$ cat src/rtl/inst_fetch_unit.sv
// inst_fetch_unit
//
// Instruction fetch front-end. Owns the program counter, issues word
// addresses to a synchronous-read instruction ROM (one-cycle latency, at most
// one read outstanding), buffers returned instructions with their PC in a
// small FIFO and hands them to decode over a valid/ready handshake. A redirect
// pulse reloads the PC and flushes both the FIFO and any in-flight read.
//
// Parameters:
//   RESET_PC   byte address of the first fetch after reset (word aligned)
//   FIFO_DEPTH entries in the {pc, inst} output buffer, 2..8
//
// Ports:
//   clk, rst_n             clock, asynchronous active-low reset
//   rom_addr, rom_en       ROM word index and read enable (issue cycle)
//   rom_inst               ROM data, valid the cycle after rom_en
//   redirect_valid/_pc     one-cycle PC reload request and byte target
//   out_valid/_ready       decode handshake for the FIFO head
//   out_inst, out_pc       FIFO head instruction and its byte PC
//   misalign_err           sticky misaligned-redirect flag
//
// Build option: define FETCH_ALIGN_CHECK_EN to build the misaligned-redirect
// check; otherwise misalign_err is tied low.

module inst_fetch_unit #(
    parameter logic [31:0] RESET_PC   = 32'h0000_0000,
    parameter int          FIFO_DEPTH = 2
) (
    input  logic        clk,
    input  logic        rst_n,
    output logic [31:0] rom_addr,
    output logic        rom_en,
    input  logic [31:0] rom_inst,
    input  logic        redirect_valid,
    input  logic [31:0] redirect_pc,
    output logic        out_valid,
    input  logic        out_ready,
    output logic [31:0] out_inst,
    output logic [31:0] out_pc,
    output logic        misalign_err
);

    localparam int PW = (FIFO_DEPTH > 1) ? $clog2(FIFO_DEPTH) : 1;
    localparam int CW = $clog2(FIFO_DEPTH + 1);

    logic [31:0]   fetch_pc;
    logic          vld_p1;
    logic [31:0]   pc_p1;
    logic [31:0]   fifo_pc   [FIFO_DEPTH];
    logic [31:0]   fifo_inst [FIFO_DEPTH];
    logic [PW-1:0] rd_ptr;
    logic [PW-1:0] wr_ptr;
    logic [CW-1:0] count;
    logic [CW:0]   occupancy;
    logic          pop;
    logic          push;
    logic          issue;

    function automatic logic [PW-1:0] ptr_inc(input logic [PW-1:0] p);
        if (p == PW'(FIFO_DEPTH - 1)) begin
            return '0;
        end
        return p + PW'(1);
    endfunction

    assign out_valid = (count != '0);
    assign pop       = out_valid & out_ready;

    // Occupancy after this cycle's pop, counting the read still in flight, so
    // an issued read always has a FIFO slot waiting for it.
    assign occupancy = {1'b0, count} + (CW+1)'(vld_p1) - (CW+1)'(pop);

    // rst_n gating keeps rom_en low while reset is held (fetch_pc is already
    // at RESET_PC, so the raw issue condition would otherwise be true).
    assign issue    = rst_n & ~redirect_valid & (occupancy < (CW+1)'(FIFO_DEPTH));
    assign push     = vld_p1 & ~redirect_valid;
    assign rom_en   = issue;
    assign rom_addr = {2'b00, fetch_pc[31:2]};

    assign out_pc   = out_valid ? fifo_pc[rd_ptr]   : 32'h0;
    assign out_inst = out_valid ? fifo_inst[rd_ptr] : 32'h0;

    // Stage p0 -> p1: PC counter, in-flight flag and FIFO bookkeeping.
    always_ff @(posedge clk or negedge rst_n) begin
        if (!rst_n) begin
            fetch_pc <= RESET_PC;
            vld_p1   <= 1'b0;
            rd_ptr   <= '0;
            wr_ptr   <= '0;
            count    <= '0;
        end else if (redirect_valid) begin
            // A same-cycle pop is honoured implicitly: the whole FIFO is
            // discarded, including the entry decode just took.
            fetch_pc <= redirect_pc & ~32'h3;
            vld_p1   <= 1'b0;
            rd_ptr   <= '0;
            wr_ptr   <= '0;
            count    <= '0;
        end else begin
            if (issue) begin
                fetch_pc <= fetch_pc + 32'd4;
            end
            vld_p1 <= issue;
            if (push) begin
                wr_ptr <= ptr_inc(wr_ptr);
            end
            if (pop) begin
                rd_ptr <= ptr_inc(rd_ptr);
            end
            count <= count + CW'(push) - CW'(pop);
        end
    end

    // Stage p1 -> FIFO: issued PC travels with the read; returned data is
    // written at the tail. Data storage carries no reset.
    always_ff @(posedge clk) begin
        if (issue) begin
            pc_p1 <= fetch_pc;
        end
        if (push) begin
            fifo_pc[wr_ptr]   <= pc_p1;
            fifo_inst[wr_ptr] <= rom_inst;
        end
    end

`ifdef FETCH_ALIGN_CHECK_EN
    logic misalign_q;

    always_ff @(posedge clk or negedge rst_n) begin
        if (!rst_n) begin
            misalign_q <= 1'b0;
        end else if (redirect_valid && (redirect_pc[1:0] != 2'b00)) begin
            misalign_q <= 1'b1;
        end
    end

    assign misalign_err = misalign_q;
`else
    assign misalign_err = 1'b0;
`endif

endmodule

$ cat config.mk
export PLATFORM = sky130hd
export DESIGN_NAME = inst_fetch_unit
export DESIGN_NICKNAME = d
export VERILOG_FILES = /design/src/rtl/inst_fetch_unit.sv
export SDC_FILE = /design/constraint.sdc
export NUM_CORES = 1
export LEC_CHECK = 0
export CAP_MARGIN = 20
export CORE_UTILIZATION = 55
export DETAILED_ROUTE_END_ITERATION = 6
export PLACE_DENSITY = 0.86
export SYNTH_ARGS = -nofsm -noshare
export SYNTH_HDL_FRONTEND = slang
export SYNTH_SLANG_ARGS = --single-unit
$ cat constraint.sdc
create_clock -name clk -period 11.1 [get_ports clk]
set_input_delay 2.22 -clock clk [delete_from_list [all_inputs] [get_ports clk]]
set_output_delay 2.22 -clock clk [all_outputs]
set_load 0.005 [all_outputs]
======== Yosys cells after proc, flatten, opt, wreduce, memory -nomap -nowiden ========
Memories as Yosys holds them, arrays and structs flattened.
Index checks and enable logic that the tools add are counted.
operators by class
  bitwise logic cells ..................... 5
  mux-type cells .......................... 22
  $add $sub $neg .......................... 7
  reductions and logical operators ........ 4
  magnitude comparators ................... 1
operators by type and width
  kind                     number
  $mux W32                 4
  $add A32 B3 Y32 const B  1
  $mux W1                  17
  $reduce_bool A2 Y1       4
  $and A1 B1 Y1            4
  $add A2 B1 Y3            1
  $lt A3 B2 Y1 const B     1
  $sub A3 B1 Y3            1
  $add A1 B1 Y1 const B    2
  $add A2 B1 Y2            1
  $mux W2                  1
  $sub A2 B1 Y2            1
  $not A1 Y1               1
word-level totals
  word-level logic and storage cells ...... 47
  input port bits ......................... 68
  memories kept ........................... 2
  register bits ........................... 69
  output and inout port bits .............. 99
  RAM bits ................................ 128
memory list
  memory     depth  bits a word  rd ports  clocked after Yosys merged registers in  write ports  line  source
  fifo_inst  2      32           1         0                                        1            50    logic [31:0] fifo_inst [FIFO_DEPTH];
  fifo_pc    2      32           1         0                                        1            49    logic [31:0] fifo_pc [FIFO_DEPTH];

======== Logic depth before layout (Yosys ltp) ========
  depth after elaboration ................. 7
  depth in mapped cells ................... 12

======== Worst setup path after synthesis ========
OpenSTA, ideal clock, no wires.
  path kind ............................... input to output
  from .................................... in out_ready
  to ...................................... out rom_en
  arrival time ............................ 5.589 ns
  buffers on the path ..................... 0
  slack ................................... 3.291 ns
  stages .................................. 6
  cells stage by stage .................... and2_1 nor2b_1 o21ai_0 fa_1 nand2_1 nor3_1
between the ends
  word-level cells in the longest chain between the ends .. 4
RTL lines
  what           line  source
  from (decl)    37    input logic out_ready,
  $and A1 B1 Y1  67    assign pop = out_valid & out_ready;
  $sub A3 B1 Y3  71    assign occupancy = {1'b0, count} + (CW+1)'(vld_p1) - (CW+1)'(pop);
  $lt A3 B2 Y1   75    assign issue = rst_n & ~redirect_valid & (occupancy < (CW+1)'(FIFO_DEPTH));
  $and A1 B1 Y1  75
  to (decl)      32    output logic rom_en,
Every way passes these cells.

======== Final worst setup path ========
Same ends and word-level chain as after synthesis.

==> results.yml <==
route:
  wl_um: 15600
  vias_per_cell: 5.69
  first_iter_violations: 345
  vias: 5021
  drt_first_pass_iters: 5
  wl_per_cell_um: 17.7
  drc: 0
  ant_nets: 0
clock_tree:
  cts_buffers: 17
  cts_setup_buffers: 0
  clk-insertion-delay-late_ns: 0.42
  cts_buffer_depth: 2
  postCtsResizedCells: 0
  cts_root_buffer: "clkbuf_16"
  holdBufCountCts: 0
  htreeDepth: 4
  tritoncts: "built"
  numClockSinks: 189
  cts.clk_slew.worst_paths_ns: 0.07
cells_and_area:
  fin_nets: 765
  post-route-util_pct: 75.0
  drive_gt1_share_pct: 6.52
  area_delta_synth_final_pct: 31.1
  antennaDiodeCount: 0
logic_synthesis:
  synth_seq_cells: 189
  synthTopCellsByCount: "edfxtp_1, nor2_1, mux2i_1"
  synth_most_common_cell: "edfxtp_1"
  yosysWarningCount: 0
  synth_edf_count: 154
  ys_top_cells_by_area: "edfxtp_1, dfrtp_1, mux2i_1, nor2_1, or4_1"
  ys_seq_area_share_pct: 71.8
  synth_area_leader_cell: "edfxtp_1"
  netlist_area_um2: 7660
  avgSynthCellArea_um2: 14.3
  synthCells: 535
  synth_ff_type: "edfxtp_1"
  ys_types: 36
  synth_top_cell_area_share_pct: 60.3
  async_flop_share_pct: 18.5
sta:
  setup_ws_ns: 3.68
  max_freq_mhz: 135
  worst_slew_pin_slew_ns: 1.08
  rsz0062_at_grt: "false"
  setup_viol: 0
  slew_violations: 0
  finalCriticalPeriod_ns: 7.42
  hold_viol: 0
  fin_tns_setup_ns: 0
  min_period_over_period_pct: 66.8
  final.setup_skew_ns: 0.00548
  relSlewSlack_pct: 27.9
power_and_ir_drop:
  power_density_nw_per_um2: 203
  ir_worst_vdd_mv: 0.130
  total_leakage_power_nw: 3.38
setup_path:
  critPathMaxFanout: 31
  cp.arrival_ns: 5.20
  critPathLaunchType: "primary input"
  crit_type: "in2out"
  r2r_start: "count[1]"
  r2r_setup_slack_ns: 6.97
  worstSetupEndpointType: "primary output"
  crit_start: "out_ready"
  worstPathRequired_ns: 8.88
outcome:
  outcome: "complete, no violations"
global_routing:
  grt_pass1_wl_um: 24200
  grt_busiest_layer: "met2"
  globalRouteMet2Util_pct: 37.4
  use_met1_pct: 27.3
  grt_pass1_vias: 4996
  antenna_found_initial: 0
  grt_max_degree: 64
  use_met3_pct: 5.23
  grt_remaining_overflow: 0
  grtUsageTotal_pct: 22.3
die:
  row_count: 42
  core_area_um2: 13400
  ios: 167
  initial_core_util_pct: 57.2
  fp.dieW_um: 120
  die-area_um2: 14400
  die_h_um: 120
run:
  cap_viol_max_count: 0
placement:
  gp_congestion: 0.848
  hpwl_um: 9650
  dp_slack_ns: 3.73
  io_buffers: 159
hold_path:
  hold_start: "pc_p1[10]"
  hp-class: "reg2reg"
## path summary, 6_finish.rpt
path | depth (start not counted) | end
max in group asynchronous | 2 | rd_ptr
max | 9 | rom_en
min reg2reg | 0 | fifo_pc[0][10]
min in group asynchronous | 2 | fetch_pc[24]
max reg2reg | 10 | fetch_pc[17]
min | 0 | fifo_pc[0][10]
## layout make-up
class / instances / area, um2
fill: 820 / 3350
clock inverter: 14 / 180
clock buffer: 18 / 439
multi-input combinational: 314 / 2040
timing repair buffer: 166 / 1650
sequential: 189 / 5500
inverter: 5 / 18.8
tap: 176 / 220
## per-stage QoR
step	power, W	std cells	hold slack (ns)	instance area [um2]
2_1_floorplan	0.00116	539	0.421	7680
6_report	0.00204	882	0.447	10000
3_5_place_dp	0.00143	849	0.431	9420
3_3_place_gp	0.00141	849	0.424	9420
5_1_grt	0.00213	882	0.454	10000
4_1_cts	0.00206	881	0.447	10000
## flip-flops by register name (all words and copies together) (netlist names)
signal     count
vld_p1         1
wr_ptr         1
rd_ptr         1
fetch_pc      30
count          2
pc_p1         30
fifo_inst     64
fifo_pc       60
## placed cells by master (no fill, tap or decap), types with 2 or more instances in the layout
cell / count
a31oi_1: 17
and2_1: 2
and3_1: 6
and4_1: 4
buf_4: 6
bufinv_16: 3
clkbuf_16: 17
clkdlybuf4s50_1: 159
clkinv_4: 3
clkinvlp_4: 2
conb_1: 5
dfrtp_1: 34
edfxtp_1: 154
ha_1: 3
inv_1: 5
inv_6: 5
mux2i_1: 63
nand2_1: 23
nand3_1: 14
nand4_1: 9
nor2_1: 83
nor2_4: 2
nor2b_1: 4
nor3_1: 2
nor4_1: 3
o211ai_1: 3
o21ai_0: 13
o31ai_1: 15
or3_1: 3
or4_1: 17
xnor2_1: 9
xor2_1: 5
## power breakdown
part | total (W) | internal [W] | switching [W]
logic | 0.000486 | 0.000268 | 0.000218
registers | 0.000935 | 0.000856 | 0.0000789
clock network | 0.000622 | 0.000364 | 0.000258
## routing by layer
layer | share of wire (%) | wire [um]
met1 | 40 | 6240
met2 | 51 | 7970
met3 | 6.3 | 982
met4 | 2.5 | 382
met5 | 0 | 0
## cell families after synthesis
kind of cell | share of synthesized area (%)
adder cells (fa/ha/maj) | 0.751
other | 0.0489
multiplexers | 8.23
flip-flops | 71.8
buffers and inverters | 2.15
AND/OR/NAND/NOR | 11.2
XOR/XNOR | 1.60
AO/OA/AOI/OAI | 4.29
## worst max-delay path, cell delays in order
cell and delay [ns]:
clkdlybuf4s50_1 0.48, and2_1 0.19, nor2b_1 0.25, o21ai_0 0.16, fa_1 0.53, nand2_1 0.17
nor3_2 0.22, buf_4 0.38, clkdlybuf4s50_1 0.58
Note: power is estimated with default switching activity, not from simulation.
